### config.mk
export PLATFORM = sky130hd
export DESIGN_NAME = jump_idfr_ras
export DESIGN_NICKNAME = d
export VERILOG_FILES = /design/src/rtl/jump_idfr_ras.sv
export SDC_FILE = /design/constraint.sdc
export NUM_CORES = 1
export LEC_CHECK = 0
export CORE_MARGIN = 4
export CORE_UTILIZATION = 53
export DETAILED_ROUTE_END_ITERATION = 16
export HOLD_SLACK_MARGIN = 0.08
export PLACE_DENSITY = 0.86
export RECOVER_POWER = 50
export SYNTH_ARGS = -nofsm -noshare
export SYNTH_HDL_FRONTEND = slang
export SYNTH_SLANG_ARGS = --single-unit
### constraint.sdc
create_clock -name clk -period 10.82 [get_ports clk]
set_clock_uncertainty 0.15 [all_clocks]
set_input_delay 2.164 -clock clk [delete_from_list [all_inputs] [get_ports clk]]
set_output_delay 2.164 -clock clk [all_outputs]
set_load 0.02 [all_outputs]
### src/rtl/jump_idfr_ras.sv
// Jump identifier with return-address stack.
// Decodes JAL/JALR, computes the link address, and keeps a circular RAS
// that predicts return targets. The result sits in a single output register
// with a valid/ready handshake.
module jump_idfr_ras #(
  parameter int unsigned XLEN      = 32,
  parameter int unsigned ID_W      = 8,
  parameter int unsigned RAS_DEPTH = 8,
  parameter logic [ID_W-1:0] NONE_ID = 0,
  parameter logic [ID_W-1:0] JAL_ID  = 1,
  parameter logic [ID_W-1:0] JALR_ID = 2,
  localparam int unsigned PW = $clog2(RAS_DEPTH),
  localparam int unsigned CW = $clog2(RAS_DEPTH) + 1
) (
  input  logic            clk,
  input  logic            rst,
  input  logic            flush,
  input  logic            in_valid,
  output logic            in_ready,
  input  logic [6:0]      opcode,
  input  logic [2:0]      funct3,
  input  logic [4:0]      rd,
  input  logic [4:0]      rs1,
  input  logic [XLEN-1:0] pc,
  output logic            out_valid,
  input  logic            out_ready,
  output logic [ID_W-1:0] instr_id,
  output logic [XLEN-1:0] link_addr,
  output logic [XLEN-1:0] pred_target,
  output logic            pred_hit,
  output logic [CW-1:0]   ras_count
);

  // Stack storage; wr_ptr points at the slot the next push writes, so the
  // top entry lives at wr_ptr-1 (wrapping, which makes overflow circular).
  logic [XLEN-1:0] ras_mem [RAS_DEPTH];
  logic [PW-1:0]   wr_ptr;
  logic [PW-1:0]   top_idx;

  logic            accept;
  logic            is_jal;
  logic            is_jalr;
  logic            rd_link;
  logic            rs1_link;
  logic            do_push;
  logic            do_pop;
  logic            empty;
  logic [XLEN-1:0] link_val;
  logic [ID_W-1:0] id_val;
  logic [XLEN-1:0] target_val;
  logic            hit_val;

  assign in_ready = !flush && (!out_valid || out_ready);
  assign accept   = in_valid && in_ready;

  assign is_jal   = (opcode == 7'b1101111);
  assign is_jalr  = (opcode == 7'b1100111) && (funct3 == 3'b000);
  assign rd_link  = (rd == 5'd1) || (rd == 5'd5);
  assign rs1_link = (rs1 == 5'd1) || (rs1 == 5'd5);
  assign link_val = pc + XLEN'(4);
  assign top_idx  = wr_ptr - PW'(1);
  assign empty    = (ras_count == '0);

  // Decode the instruction and choose the stack action.
  always_comb begin
    id_val  = NONE_ID;
    do_push = 1'b0;
    do_pop  = 1'b0;
    if (is_jal) begin
      id_val  = JAL_ID;
      do_push = rd_link;
    end else if (is_jalr) begin
      id_val = JALR_ID;
      if (rd_link && !rs1_link) begin
        do_push = 1'b1;
      end else if (!rd_link && rs1_link) begin
        do_pop = 1'b1;
      end else if (rd_link && rs1_link) begin
        do_push = 1'b1;
        do_pop  = (rd != rs1);
      end
    end
  end

  // Predicted return target: only a pop of a non-empty stack produces a hit.
  always_comb begin
    target_val = '0;
    hit_val    = 1'b0;
    if (do_pop && !empty) begin
      target_val = ras_mem[top_idx];
      hit_val    = 1'b1;
    end
  end

  // Stack state; only changes on an accepted instruction.
  always_ff @(posedge clk or posedge rst) begin
    if (rst) begin
      wr_ptr    <= '0;
      ras_count <= '0;
      for (int i = 0; i < int'(RAS_DEPTH); i++) begin
        ras_mem[i] <= '0;
      end
    end else if (accept) begin
      if (do_pop && do_push) begin
        if (empty) begin
          // Nothing to pop, so this degenerates to a plain push.
          ras_mem[wr_ptr] <= link_val;
          wr_ptr          <= wr_ptr + PW'(1);
          ras_count       <= CW'(1);
        end else begin
          ras_mem[top_idx] <= link_val;
        end
      end else if (do_push) begin
        ras_mem[wr_ptr] <= link_val;
        wr_ptr          <= wr_ptr + PW'(1);
        if (ras_count != CW'(RAS_DEPTH)) begin
          ras_count <= ras_count + CW'(1);
        end
      end else if (do_pop && !empty) begin
        wr_ptr    <= top_idx;
        ras_count <= ras_count - CW'(1);
      end
    end
  end

  // Output register: load on accept, drop on flush or on consumption.
  always_ff @(posedge clk or posedge rst) begin
    if (rst) begin
      out_valid   <= 1'b0;
      instr_id    <= NONE_ID;
      link_addr   <= '0;
      pred_target <= '0;
      pred_hit    <= 1'b0;
    end else if (flush) begin
      out_valid <= 1'b0;
    end else if (accept) begin
      out_valid   <= 1'b1;
      instr_id    <= id_val;
      link_addr   <= link_val;
      pred_target <= target_val;
      pred_hit    <= hit_val;
    end else if (out_ready) begin
      out_valid <= 1'b0;
    end
  end

endmodule

# == Yosys cells after proc, flatten, opt, wreduce, memory -nomap -nowiden ==
# Index checks and enable logic that the tools add are counted.
# op_classes
n_addsub,5
magnitude_cmp,4
eq_ne,10
mux,38
bitwise,3
n_reduce_logical,27
# ops
op,count
256-bit 2-to-1 mux,3
256-bit bitwise mux,2
32-bit demux with 3-bit select,2
32-bit 2-to-1 mux,5
32-bit binary-select mux with 3-bit select,1
32-bit by 3-bit adder with 32-bit output (second input constant),1
4-bit 2-to-1 mux,5
7-bit equality test (second input constant),2
1-bit 2-to-1 mux,14
3-bit 2-to-1 mux,4
5-bit by 1-bit equality test with 1-bit output (second input constant),2
5-bit by 3-bit equality test with 1-bit output (second input constant),2
1-bit logical AND,10
4-bit >= comparator (second input constant),2
4-bit by 1-bit less-than comparator with 1-bit output (second input constant),2
3-bit NOT with 4-bit output,2
3-bit nonzero test,2
1-bit logical NOT,5
5-bit inequality test,1
4-bit by 1-bit adder with 4-bit output (second input constant),1
4-bit logical NOT,1
2-bit 2-to-1 mux,2
4-bit inequality test (second input constant),1
2-bit AND reduction,2
11 further kinds,13
# word_totals
register_bits,337
in_bits,57
out_inout_bits,79
elab_cells,102

# == Logic depth before layout (Yosys ltp) ==
# Gate-level depths: netlist (run 1).
# depth
word_depth,12
mapped_depth,12
mapped_depth_nobuf,9

# == Worst setup path after synthesis (run 1) ==
# Ideal clock, no wire load.
# synth_path
path_kind,input port to output port
startpoint,input port out_ready
endpoint,output port in_ready
arrival_time_ns,2.483
t_required_ns,8.506
path_slack_ns,6.023
stages,2
n_path_buf,0
cell_sequence,nor2b_1 -> nor2_1
# synth_between
elab_chain_len,2
# synth_rtl
item,line_no,rtl
start: declaration,26,"input logic out_ready,"
1-bit logical OR,53,assign in_ready = !flush && (!out_valid || out_ready);
1-bit logical AND,53,
end: declaration,19,"output logic in_ready,"
# Every way passes these cells.

==> results.cfg, run 1 <==
[run_status]
status = finished with violations
violations = capacitance limit, slew limit

[synthesis]
ys_ff_latch = 331
yosysWarnings = 0
synth-seq-area-share_pct = 49.80
synth-edff-count = 0
ys_types = 57
ys.flop_type = dfrtp_1
syn_area_mm2 = 0.01663
syn_avg_cell_area_um2 = 13.25
synthArstFlopShare_pct = 100.0
postSynthCellCount = 1255

[run]
max_cap_violations = 2

[global_routing]
grt_pass1_wl_mm = 66.41
grt_max_degree = 183
grt_overflow = 0
antenna_found_initial = 0
grt_pass1_vias = 11680
grt_usage_pct = 24.56

[worst_setup_path]
cp.required_ps = 9850
critical_path_class = primary input to asynchronous set/reset pin
cp-end-kind = asynchronous set/reset pin
cp.arrival_ps = 6080
critPathMaxFanout = 182
start_kind = primary input
r2r_slack_ps = 5150

[drt]
vias = 11110
met1_length_mm = 17.60
wl_met3_mm = 3.490
drc = 0
drt_iter0_drc = 1134
drtAntennaViolNets = 0
wire_per_inst_um = 23.74
dr.max_layer_used = met4
totalWireLength_mm = 42.26
via_per_inst = 6.242
dr.pass1.iters = 5
routed-wl-met2_mm = 20.28

[timing]
finalSetupTns_ps = 0
slew_violations = 236
relSlewSlack_pct = -204.4
period_minus_slack_ps = 7043
setup_viol = 0
worstMarginPinSlew_ps = 4566
max_freq_mhz = 142.0
fin_crit_sh_pct = 65.09
finalHoldViolCount = 0
rsz0062_at_grt = false

[clock_network]
ctsHtreeMaxLevel = 2
cts_hold_buf = 0
cts.repair.resized = 0
cts-root-buf = clkbuf_16
clk_transition_reported_paths_ps = 60
cts.sink_count = 331
cts_made_buffers = 35
clk_latency_ps = 510
cts_tree = yes
cts_setup_buffers = 0
cts_buffer_depth = 3

[die]
die_area_mm2 = 0.03428
initial_core_util_pct = 54.09
dieWidth_um = 185.2
fp-row-count = 64
io_pins = 136
die_h_um = 185.2
core-area_mm2 = 0.03075

[power]
intPower_uw = 2019
p_seq_share_pct = 47.8
p_sw_share_pct = 23.96
irDropWorstVdd_v = 0.00009421
p_clk_share_pct = 44.5
p_leak_uw = 0.008780
p_comb_share_pct = 7.7
powerDensity_mw_per_mm2 = 138.2
p_total_uw = 2655
p_sw_uw = 636.1

[placement]
gp_congestion = 0.7953
dp_hpwl_mm = 25.09
io_buffers = 129

[layout]
nets = 1423
area_growth_syn_to_layout_pct = 15.53
n_antenna_cell = 0
seq_area_mm2 = 0.008284
fillers = 2199
mostFrequentLayoutCells = 330 x dfrtp_1, 232 x mux2_4, 147 x nand2_1, 74 x dlygate4sd3_1, 55 x clkdlybuf4s50_1
final_common_cell = dfrtp_1
final_layout_size_suffix_gt1_share_pct = 28.54
final_core_util_pct = 62.49
multiInputGateArea_mm2 = 0.007800

[hold_path]
hold_class = flop to flop
final timing paths:
path                         startpoint            to  cells past startpoint
max in group clk              out_ready     wr_ptr[1]                      7
setup / recovery                    rst     wr_ptr[0]                      3
min in group asynchronous           rst    ras_mem[0]                      3
hold reg to reg            link_addr[3]  link_addr[3]                      2
setup reg to reg              wr_ptr[0]   ras_mem[94]                      9
hold / removal             link_addr[3]  link_addr[3]                      2
state kept, by name (all words and copies together), names as in the netlist:
signal,count
pred_hit,1
ras_count,4
pred_target,32
link_addr,32
wr_ptr,3
ras_mem,256
instr_id,2
out_valid,1
per-stage QoR:
stage          cells  hold slack (ps)  cell area [um^2]  setup WS [ps]
4_1_cts         1780            330.0             19230           5102
3_3_place_gp    1719            310.0             18120           4871
6_report        1780            318.0             19210           3777
3_5_place_dp    1719            315.4             18120           4734
2_1_floorplan   1260            325.1             16650           4085
5_1_grt         1780            341.6             19210           2873
synth_stat cells, types with 5 or more instances:
| cell type | number | share of area, % |
|---|---|---|
| dfrtp_1 | 331 | 50 |
| or3_1 | 5 | 0.19 |
| nor3_1 | 46 | 1.4 |
| nor2_1 | 28 | 0.63 |
| nand3_1 | 18 | 0.54 |
| a31oi_1 | 19 | 0.71 |
| mux2_2 | 35 | 2.4 |
| nand4_1 | 13 | 0.49 |
| a21oi_4 | 8 | 0.78 |
| buf_4 | 6 | 0.27 |
| a311oi_1 | 13 | 0.68 |
| o211ai_1 | 6 | 0.27 |
| ha_1 | 5 | 0.38 |
| inv_1 | 21 | 0.47 |
| o21ai_0 | 50 | 1.5 |
| buf_6 | 24 | 1.6 |
| mux2i_1 | 31 | 1.9 |
| mux4_2 | 33 | 4.5 |
| o2111ai_1 | 6 | 0.32 |
| o31ai_1 | 5 | 0.23 |
| o22ai_1 | 8 | 0.30 |
| and3_1 | 5 | 0.19 |
| xor2_1 | 13 | 0.68 |
| nand2_1 | 148 | 3.3 |
| or4_1 | 5 | 0.23 |
| mux2_4 | 232 | 21 |
| clkbuf_1 | 43 | 0.97 |
| xnor2_1 | 23 | 1.2 |
| a21oi_1 | 21 | 0.63 |
| buf_2 | 9 | 0.27 |
critical path, cell delays in order:
cell and delay [ps]:
dlygate4sd3_1 570, clkinvlp_4 70, clkbuf_2 3100
cell type report:
cell class | count | area share (%)
clock inverter | 11 | 0.4623
tap | 396 | 2.579
timing repair buffer | 148 | 7.430
multi-input combinational | 820 | 40.59
clock buffer | 50 | 5.333
sequential | 331 | 43.11
inverter | 24 | 0.4884
logic make-up (layout without fill, tap and decap cells):
group / Yosys count / in the layout / synth area share (%)
compound gates: 149 / 149 / 6.221
xor+xnor: 36 / 36 / 1.896
fa+ha+maj: 6 / 6 / 0.4965
buf+inv: 109 / 233 / 3.746
flops: 331 / 331 / 49.80
mux: 331 / 331 / 29.65
other cells: 1 / 6 / 0.02255
simple gates: 292 / 292 / 8.170
routing by layer:
layer	vias to the layer above	global-route usage (%)
met1	5785	33.42
met2	514	40.14
met3	81	5.656
met5	-	0
met4	0	6.753
li1	4730	-
power by group through the flow:
stage	clock network [uW]	registers, uW	logic [uW]
CTS	1190	1270	215
detailed placement	0	1290	214
finish	1180	1270	205
global route	1250	1270	222
floorplan	0	1320	85.9
global placement	0	1290	209
(Power assumes the default switching activity.)
==> inputs of run 2 (changes only) <==
clock period = 6.1 ns   (was 10.82 ns; I/O delays follow)
==> results.cfg, run 2 (synthesis results as in run 1) <==
[clock_network]
cts-root-buf = clkbuf_16
cts_tree = yes
cts_setup_buffers = 0
clk_transition_reported_paths_ps = 60
ctsHtreeMaxLevel = 2
cts.repair.resized = 0
clk_latency_ps = 520
cts_buffer_depth = 3
cts_made_buffers = 36
cts.sink_count = 331
cts_hold_buf = 0

[drt]
drc = 0
vias = 11230
met1_length_mm = 18.23
wl_met3_mm = 3.233
drtAntennaViolNets = 0
drt_iter0_drc = 1068
totalWireLength_mm = 43.92
routed-wl-met2_mm = 20.99
dr.max_layer_used = met4
wire_per_inst_um = 24.51
via_per_inst = 6.266
dr.pass1.iters = 5

[worst_setup_path]
startpoint = wr_ptr[0]
critPathMaxFanout = 27
cp.arrival_ps = 4800
critical_path_class = flop to flop
cp-end-kind = flop
timing.rr.start = wr_ptr[0]
r2r_cells = 8
r2r-end = ras_mem[135]
worstSetupEndpoint = ras_mem[135]
r2r_slack_ps = 1540
cp.required_ps = 6340
start_kind = flop

[timing]
setup_viol = 0
worstMarginPinSlew_ps = 2754
period_minus_slack_ps = 4561
finalHoldViolCount = 0
finalSetupTns_ps = 0
relSlewSlack_pct = -83.63
rsz0062_at_grt = false
worst_slack_ps = 1539
fin_crit_sh_pct = 74.78
max_freq_mhz = 219.2
slew_violations = 146

[power]
p_sw_uw = 1152
irDropWorstVdd_v = 0.0002150
p_total_uw = 4925
p_sw_share_pct = 23.40
powerDensity_mw_per_mm2 = 253.1
p_clk_share_pct = 46.7
p_comb_share_pct = 7.6
p_seq_share_pct = 45.7
intPower_uw = 3772
p_leak_uw = 0.008782

[global_routing]
antenna_found_initial = 0
grt_pass1_vias = 11940
grt_max_degree = 151
grt_usage_pct = 25.42
grt_overflow = 0
grt_pass1_wl_mm = 68.33

[layout]
n_antenna_cell = 0
final_common_cell = dfrtp_1
mostFrequentLayoutCells = 330 x dfrtp_1, 232 x mux2_4, 147 x nand2_1, 97 x clkdlybuf4s50_1, 50 x o21ai_0
area_growth_syn_to_layout_pct = 16.99
nets = 1431
top_register = ras_mem
reg.largest.list = ras_mem x256, link_addr x32, pred_target x32
largest_register_ffs = 256
final_layout_size_suffix_gt1_share_pct = 29.01

[placement]
io_buffers = 129
gp_congestion = 0.8147
dp_hpwl_mm = 26.23
post-place-ws_ps = 1070

[die]
fp-row-count = 64
initial_core_util_pct = 54.09
core-area_mm2 = 0.03075
dieWidth_um = 185.2
die_area_mm2 = 0.03428
die_h_um = 185.2
io_pins = 136

[hold_path]
hold_class = flop to flop

[run_status]
violations = capacitance limit, slew limit
status = finished with violations

[run]
max_cap_violations = 2
run 2: cell count changes in the layout (fill, tap and decap cells not counted), sizes merged, moves of 3 or more:
cell	previous run	this run
buf	17	24
clkdlybuf4s50	55	97
dlygate4sd3	74	32
clkbuf	52	57
bufinv	1	4
run 2: cell type report:
type / instances / area (um^2)
fill: 2135 / 11290
sequential: 331 / 8284
multi-input combinational: 820 / 7799
timing repair buffer: 155 / 1543
clock buffer: 55 / 1084
tap: 396 / 495.5
clock inverter: 11 / 162.7
inverter: 24 / 91.34
run 2: stage by stage:
step                      util, %  std cells  cell area, um^2  hold slack, ps
after floorplan                 -       1260            16650           325.1
after global placement      59.30       1726            18240           309.2
after detailed placement    59.30       1726            18240           315.1
after CTS                   63.35       1792            19480           330.3
after global routing        63.28       1792            19460           335.9
final                       63.28       1792            19460           316.3
run 2: power by group through the flow:
stage | combinational [uW] | clock (uW) | sequential, uW
floorplan | 152 | 0 | 2340
global placement | 374 | 0 | 2290
detailed placement | 383 | 0 | 2290
CTS | 387 | 2320 | 2250
global route | 403 | 2420 | 2260
finish | 375 | 2300 | 2250
run 2: per-layer routing:
| metal | track usage, % | vias to the layer above |
|---|---|---|
| met2 | 40.81 | 565 |
| met5 | 0 | - |
| li1 | - | 4734 |
| met1 | 35.31 | 5813 |
| met3 | 4.301 | 116 |
| met4 | 9.160 | 0 |
run 2: worst min-delay path by stage:
stage                          startpoint              end  slack (ps)  cells after the start
final                        link_addr[1]     link_addr[1]         320                      2
after global routing      pred_target[30]  pred_target[30]         340                      2
after CTS                    link_addr[1]     link_addr[1]         330                      2
after detailed placement     link_addr[0]     link_addr[0]         320                      2
after global placement       link_addr[0]     link_addr[0]         310                      2
after floorplan               ras_mem[45]      ras_mem[45]         330                      1
run 2: worst max-delay path: stages (launching register included):
cell     delay (ps)
dfrtp_2         360
inv_2           360
ha_4            370
xnor2_2         830
nand3_1         530
or3_1           520
a21oi_4         540
buf_4           420
mux2_4          340
